**src/rtl/spi_cmd_pkg.sv**
```systemverilog
// Shared definitions for the SPI command sequencer: opcodes, word field
// positions and FSM state encoding.
package spi_cmd_pkg;

  localparam logic [1:0] OP_NOP  = 2'b00;
  localparam logic [1:0] OP_WR   = 2'b01;
  localparam logic [1:0] OP_RD   = 2'b10;
  localparam logic [1:0] OP_MEAS = 2'b11;

  localparam int OP_HI   = 15;
  localparam int OP_LO   = 14;
  localparam int ADDR_HI = 13;
  localparam int ADDR_LO = 8;
  localparam int DATA_HI = 7;
  localparam int DATA_LO = 0;

  typedef enum logic [2:0] {
    ST_IDLE       = 3'd0,
    ST_RD_WAIT    = 3'd1,
    ST_MEAS_WAIT  = 3'd2,
    ST_TX_WAIT_CS = 3'd3,
    ST_TX_SETUP   = 3'd4,
    ST_TX_STROBE  = 3'd5
  } state_e;

endpackage

```
**src/rtl/sync_2ff.sv**
```systemverilog
// Two-flop synchroniser for a single asynchronous level; reset value selectable
// so an idle-high chip select powers up deselected.
module sync_2ff #(
  parameter logic RST_VAL = 1'b1
) (
  input  logic i_Clk,
  input  logic i_Rst,
  input  logic i_Async,
  output logic o_Sync
);

  logic meta_r;
  logic sync_r;

  // Metastability filter chain.
  always_ff @(posedge i_Clk) begin
    if (i_Rst) begin
      meta_r <= RST_VAL;
      sync_r <= RST_VAL;
    end else begin
      meta_r <= i_Async;
      sync_r <= meta_r;
    end
  end

  assign o_Sync = sync_r;

endmodule

```
**src/rtl/spi_cmd_sequencer.sv**
```systemverilog
// Decodes words received by the SPI slave into register/sensor operations and
// loads each reply into the slave's TX path while chip select is deasserted.
module spi_cmd_sequencer
  import spi_cmd_pkg::*;
#(
  parameter int          DATA_LEN    = 16,
  parameter int          TIMEOUT_CYC = 1023,
  parameter logic [15:0] ERR_WORD    = 16'hDEAD
) (
  input  logic                i_Clk,
  input  logic                i_Rst,
  input  logic                i_RX_DV,
  input  logic [DATA_LEN-1:0] i_RX_Data,
  input  logic                i_SPI_CS_n,
  output logic                o_TX_DV,
  output logic [DATA_LEN-1:0] o_TX_Data,
  output logic                o_Reg_Wr,
  output logic                o_Reg_Rd,
  output logic [5:0]          o_Reg_Addr,
  output logic [7:0]          o_Reg_WData,
  input  logic [7:0]          i_Reg_RData,
  input  logic                i_Reg_Ack,
  output logic                o_Meas_Start,
  input  logic                i_Meas_Done,
  input  logic [DATA_LEN-1:0] i_Meas_Data,
  output logic                o_Busy,
  output logic                o_Overrun,
  output logic                o_Timeout
);

  localparam int                 CNT_W    = $clog2(TIMEOUT_CYC + 1);
  localparam logic [CNT_W-1:0]   CNT_LAST = CNT_W'(TIMEOUT_CYC - 1);

  logic                cs_s;
  state_e              state_r, state_next_s;
  logic [CNT_W-1:0]    cnt_r, cnt_next_s;
  logic [DATA_LEN-1:0] reply_r, reply_next_s;
  logic                timeout_hit_s;
  logic [1:0]          rx_op_s;
  logic                accept_s;
  logic [DATA_LEN-1:0] rd_reply_s;
  logic [DATA_LEN-1:0] err_reply_s;

  logic                tx_dv_r, reg_wr_r, reg_rd_r, meas_start_r;
  logic                busy_r, overrun_r, timeout_r;
  logic [DATA_LEN-1:0] tx_data_r;
  logic [5:0]          addr_r;
  logic [7:0]          wdata_r;

  sync_2ff #(.RST_VAL(1'b1)) u_cs_sync (
    .i_Clk   (i_Clk),
    .i_Rst   (i_Rst),
    .i_Async (i_SPI_CS_n),
    .o_Sync  (cs_s)
  );

  assign rx_op_s     = i_RX_Data[OP_HI:OP_LO];
  assign accept_s    = i_RX_DV && (state_r == ST_IDLE);
  assign rd_reply_s  = DATA_LEN'({OP_RD, addr_r, i_Reg_RData});
  assign err_reply_s = DATA_LEN'(ERR_WORD);

  // Next-state, wait counter and reply selection; a response on the last wait cycle beats the timeout.
  always_comb begin
    state_next_s  = state_r;
    cnt_next_s    = cnt_r;
    reply_next_s  = reply_r;
    timeout_hit_s = 1'b0;
    case (state_r)
      ST_IDLE: begin
        cnt_next_s = {CNT_W{1'b0}};
        if (accept_s && (rx_op_s == OP_RD)) begin
          state_next_s = ST_RD_WAIT;
        end else if (accept_s && (rx_op_s == OP_MEAS)) begin
          state_next_s = ST_MEAS_WAIT;
        end else begin
          state_next_s = ST_IDLE;
        end
      end
      ST_RD_WAIT: begin
        if (i_Reg_Ack) begin
          reply_next_s = rd_reply_s;
          state_next_s = ST_TX_WAIT_CS;
        end else if (cnt_r == CNT_LAST) begin
          reply_next_s  = err_reply_s;
          timeout_hit_s = 1'b1;
          state_next_s  = ST_TX_WAIT_CS;
        end else begin
          cnt_next_s = cnt_r + CNT_W'(1);
        end
      end
      ST_MEAS_WAIT: begin
        if (i_Meas_Done) begin
          reply_next_s = i_Meas_Data;
          state_next_s = ST_TX_WAIT_CS;
        end else if (cnt_r == CNT_LAST) begin
          reply_next_s  = err_reply_s;
          timeout_hit_s = 1'b1;
          state_next_s  = ST_TX_WAIT_CS;
        end else begin
          cnt_next_s = cnt_r + CNT_W'(1);
        end
      end
      ST_TX_WAIT_CS: begin
        if (cs_s) begin
          state_next_s = ST_TX_SETUP;
        end else begin
          state_next_s = ST_TX_WAIT_CS;
        end
      end
      ST_TX_SETUP: begin
        state_next_s = ST_TX_STROBE;
      end
      ST_TX_STROBE: begin
        if (cs_s) begin
          state_next_s = ST_IDLE;
        end else begin
          state_next_s = ST_TX_WAIT_CS;
        end
      end
      default: begin
        state_next_s = ST_IDLE;
      end
    endcase
  end

  // FSM state, wait counter and pending reply.
  always_ff @(posedge i_Clk) begin
    if (i_Rst) begin
      state_r <= ST_IDLE;
      cnt_r   <= {CNT_W{1'b0}};
      reply_r <= {DATA_LEN{1'b0}};
    end else begin
      state_r <= state_next_s;
      cnt_r   <= cnt_next_s;
      reply_r <= reply_next_s;
    end
  end

  // Registered handshake strobes, TX load path and sticky status flags.
  always_ff @(posedge i_Clk) begin
    if (i_Rst) begin
      tx_dv_r      <= 1'b0;
      tx_data_r    <= {DATA_LEN{1'b0}};
      reg_wr_r     <= 1'b0;
      reg_rd_r     <= 1'b0;
      meas_start_r <= 1'b0;
      addr_r       <= 6'd0;
      wdata_r      <= 8'd0;
      busy_r       <= 1'b0;
      overrun_r    <= 1'b0;
      timeout_r    <= 1'b0;
    end else begin
      tx_dv_r      <= (state_next_s == ST_TX_STROBE);
      reg_rd_r     <= (state_next_s == ST_RD_WAIT);
      busy_r       <= (state_next_s != ST_IDLE);
      reg_wr_r     <= accept_s && (rx_op_s == OP_WR);
      meas_start_r <= accept_s && (rx_op_s == OP_MEAS);
      if (accept_s && ((rx_op_s == OP_WR) || (rx_op_s == OP_RD))) begin
        addr_r <= i_RX_Data[ADDR_HI:ADDR_LO];
      end
      if (accept_s && (rx_op_s == OP_WR)) begin
        wdata_r <= i_RX_Data[DATA_HI:DATA_LO];
      end
      if ((state_r == ST_TX_WAIT_CS) && (state_next_s == ST_TX_SETUP)) begin
        tx_data_r <= reply_r;
      end
      if (i_RX_DV && (state_r != ST_IDLE)) begin
        overrun_r <= 1'b1;
      end
      if (timeout_hit_s) begin
        timeout_r <= 1'b1;
      end
    end
  end

  assign o_TX_DV      = tx_dv_r;
  assign o_TX_Data    = tx_data_r;
  assign o_Reg_Wr     = reg_wr_r;
  assign o_Reg_Rd     = reg_rd_r;
  assign o_Reg_Addr   = addr_r;
  assign o_Reg_WData  = wdata_r;
  assign o_Meas_Start = meas_start_r;
  assign o_Busy       = busy_r;
  assign o_Overrun    = overrun_r;
  assign o_Timeout    = timeout_r;

endmodule
```
**config.mk**
```make
export PLATFORM = sky130hd
export DESIGN_NAME = spi_cmd_sequencer
export DESIGN_NICKNAME = d
export VERILOG_FILES = /design/src/rtl/spi_cmd_pkg.sv /design/src/rtl/sync_2ff.sv /design/src/rtl/spi_cmd_sequencer.sv
export SDC_FILE = /design/constraint.sdc
export NUM_CORES = 1
export LEC_CHECK = 0
export ABC_AREA = 0
export BUFFER_PORTS_ARGS = -buffer_cell sky130_fd_sc_hd__buf_4
export CAP_MARGIN = 0
export CORE_MARGIN = 2
export CORE_UTILIZATION = 35
export CTS_CLUSTER_SIZE = 30
export DETAILED_ROUTE_END_ITERATION = 6
export PLACE_DENSITY_LB_ADDON = 0.08
export RECOVER_POWER = 25
export SYNTH_ARGS = -nofsm -noshare
export SYNTH_HDL_FRONTEND = slang
export SYNTH_SLANG_ARGS = --single-unit
```
**constraint.sdc**
```tcl
create_clock -name i_Clk -period 2.48 [get_ports i_Clk]
set_clock_uncertainty 0.15 [all_clocks]
set_input_delay 0.372 -clock i_Clk [delete_from_list [all_inputs] [get_ports i_Clk]]
set_output_delay 0.372 -clock i_Clk [all_outputs]
set_load 0.03 [all_outputs]
```
==> metrics.md <==
| Metric | Value |
|---|---|
| Status | `completed` |
| Core Footprint | `just under 9000 um^2` |
| Least-Margin Pin Slew | `roughly 1.3 ns` |
| Critical path cell sequence | `or3b_1 -> and3_1 -> o31ai_1 -> a211oi_1` |
| Global-route wire length before repair | `around 14 mm` |
| Top-count cell post-synth | `dfxtp_1` |
| Gr ovfl total | `0` |
| Hold path cells | `2` |
| Top cells by count, synth | `dfxtp_1, nand2_1, a21oi_1` |
| Clock tree buffer depth | `2` |
| Largest net degree at the start of global routing | `63` |
| Setup ws final | `0.282 ns` |
| Setup Viol. Count Final | `0` |
| Die H | `about 99 um` |
| Postcts setup bufs | `0` |
| Synth Warn # | `0` |
| Via/cell ratio | `5.19` |
| Slew Limit Fails | `0` |
| Crit end category | `register` |
| Worst VDD drop | `between 0.0002 and 0.0003 V` |
| Post-Syn Area per Cell | `roughly 8 um^2` |
| CP max-delay cell | `or3b_1` |
| Total Routing Usage GR | `~17%` |
| Drt total wl | `8.51 mm` |
| RSZ-0062 raised after global routing | `false` |
| Slew HR | `around 14%` |
| Cell Rows | `34` |
| Max Fclk | `roughly 450 MHz` |
| CTS Root Cell | `clkbuf_8` |
| Share of synthesized registers carrying an async set or reset | `0%` |
| Max-Cap Viols | `0` |
| Internal reg-to-reg setup slack | `about 0.28 ns` |
| DR WL/cell | `approximately 15 um` |
| Maximum net fanout on the critical path | `16` |
| Clock sinks | `between 60 and 70` |
| Final Cycle Share | `between 80% and 90%` |
| Final instance area | `roughly 4000 um^2` |
| Residual DRC count | `0` |
| DP Wirelength | `a little under 6 mm` |
| Clk slew on worst S/H paths | `0.07 ns` |
| Synth Instances | `roughly 390` |
| # port buffers | `82` |
| Final Hold Fails | `0` |
| CP Class | `reg -> reg` |
| #FFs+latches synth | `68` |
| Synth area leaders | `dfxtp_1, a21oi_1, nand2_1` |
| Vias in the first global route | `roughly 2700` |
| Die ar. | `~9800 um^2` |
| Cell Pwr Density | `slightly below 700 nW/um^2` |
| Layout cells sized above 1 | `20.5%` |
| Gates resized, CTS repair | `0` |
| Hold buffers post-CTS | `0` |
| Clock buffer count from CTS | `9` |
| Top FF cell, synth | `dfxtp_1` |
| Post-synth EDFFs | `0` |
| CTS H-tree depth | `3` |
| Pre-CTS WS | `0.330 ns` |
| CP required | `between 2 and 2.5 ns` |
| GP Congestion | `0.723` |
| Vias | `a little under 3000` |
| Fin nets | `509` |
| Synthesized Nets | `~440` |
| R2R cell count | `4` |
| Crit path DAT | `2.20 ns` |
| HP Class | `in -> reg` |
| Iter 0 DRT Violations | `100` |
| Initial antenna violation count | `0` |
| CTS tree | `done` |
| Placed inst area | `between 3000 and 4000 um^2` |
| Routed Antenna Nets | `0` |
| Netlist Area Pre-Place | `3170 um^2` |
| Post-synth top area share | `a little over two fifths` |
| Initial core utilization | `between 30% and 40%` |
| Lkg Pwr | `~1.6 nW` |
| First drt pass iteration count | `4` |
| Largest stage delay, worst path | `about 0.64 ns` |
| Io pins | `slightly above 80` |
| Minimum clock period after layout | `between 2 and 2.5 ns` |
| Fillers | `about 940` |
| Leading area contributor after synthesis | `dfxtp_1` |
| Sequential-to-total area share from yosys stat | `between 40% and 50%` |
| Area growth syn-to-layout | `25.7%` |
| # diodes | `0` |
| Clk_lat worst skew | `between 0.3 and 0.4 ns` |
| Die Width | `just under 100 um` |
| Crit path launch type | `register` |
| Number of library cell types mapped by synthesis | `between 40 and 50` |
| TNS Setup | `0 ns` |
==> worst max-delay path, delay by kind of cell, from the launching register on <==
family | cells | cell delay [ns]
flip-flops | 1 | 0.61
AND/OR/NAND/NOR | 2 | 0.94
AO/OA/AOI/OAI | 2 | 0.31
==> registers in the layout, summed over array words and instances (netlist names) <==
register and cells:
o_Meas_Start 1, reply_r 16, o_Reg_Wr 1, o_Reg_Rd 1
o_TX_DV 1, o_Reg_Addr 6, o_TX_Data 16, o_Reg_WData 8
u_cs_sync.o_Sync 1, state_r 3, cnt_r 10, o_Busy 1
o_Overrun 1, o_Timeout 1, u_cs_sync.meta_r 1
==> cell type report <==
class | instances | area (um^2) | share of cell area (%)
multi-input cells | 271 | 1620 | 40.6
flip-flops and latches | 68 | 1360 | 34.2
repair buffers | 91 | 591 | 14.8
clock buffers | 12 | 145 | 3.64
well taps | 108 | 135 | 3.39
clock inverters | 4 | 72.6 | 1.82
inverters | 17 | 63.8 | 1.60
==> kinds of logic (layout without fill, tap and decap cells) <==
group | Yosys count | count (layout) | synth area share [%]
XOR/XNOR | 1 | 1 | 0.276
AND/OR/NAND/NOR | 164 | 164 | 27.7
AO/OA/AOI/OAI | 92 | 92 | 18.0
flip-flops | 68 | 68 | 42.9
buffers and inverters | 46 | 124 | 6.27
multiplexers | 9 | 9 | 2.84
adder cells (fa/ha/maj) | 5 | 5 | 1.97
==> power by group <==
group          total, mW  switching [mW]  internal, mW
combinational      0.496           0.289         0.208
sequential          1.20          0.0525          1.15
clock               1.00           0.407         0.593
total               2.70           0.748          1.95
==> layout by cell type (no fill, tap or decap), types with 5 or more instances in the layout <==
cell type / synthesis / layout
or4_1: 7 / 7
ha_1: 5 / 5
and3_1: 27 / 27
a21oi_1: 44 / 44
nor2_1: 18 / 18
inv_1: 17 / 17
nand3_1: 17 / 17
dfxtp_1: 68 / 68
o31ai_1: 15 / 15
clkbuf_8: 0 / 10
o21ai_0: 9 / 9
buf_4: 1 / 66
nand2_1: 52 / 52
a211oi_1: 10 / 10
mux2i_1: 9 / 9
nor3_1: 11 / 11
clkbuf_1: 14 / 26
==> worst paths after layout <==
| kind | to | startpoint |
|---|---|---|
| worst max-delay path | reply_r[0]$_SDFFE_PP0N_ | state_r[1]$_SDFF_PP0_ |
| worst min-delay path | u_cs_sync.meta_r$_SDFF_PP1_ | i_SPI_CS_n |
| worst max register to register | reply_r[0]$_SDFFE_PP0N_ | state_r[1]$_SDFF_PP0_ |
| worst min register to register | u_cs_sync.o_Sync$_SDFF_PP1_ | u_cs_sync.meta_r$_SDFF_PP1_ |
==> stage by stage <==
stage	total power [mW]	std cells	util [%]	hold slack, ns
finish	2.70	571	45.5	0.0744
global route	2.83	571	45.5	0.0474
CTS	2.74	571	46.5	0.0555
detailed placement	1.73	555	44.0	0.249
global placement	1.73	555	44.0	0.242
floorplan	1.55	385	-	0.239
==> per-layer routing <==
| metal | up-vias | part of all wire [%] | track usage (%) |
|---|---|---|---|
| met2 | 61 | 47 | 27.5 |
| met1 | 1394 | 47 | 23.3 |
| met3 | 8 | 3.9 | 3.72 |
| met5 | - | 0 | 0 |
| met4 | 0 | 1.4 | 5.90 |
| li1 | 1503 | - | - |
(Power assumes the default switching activity.)
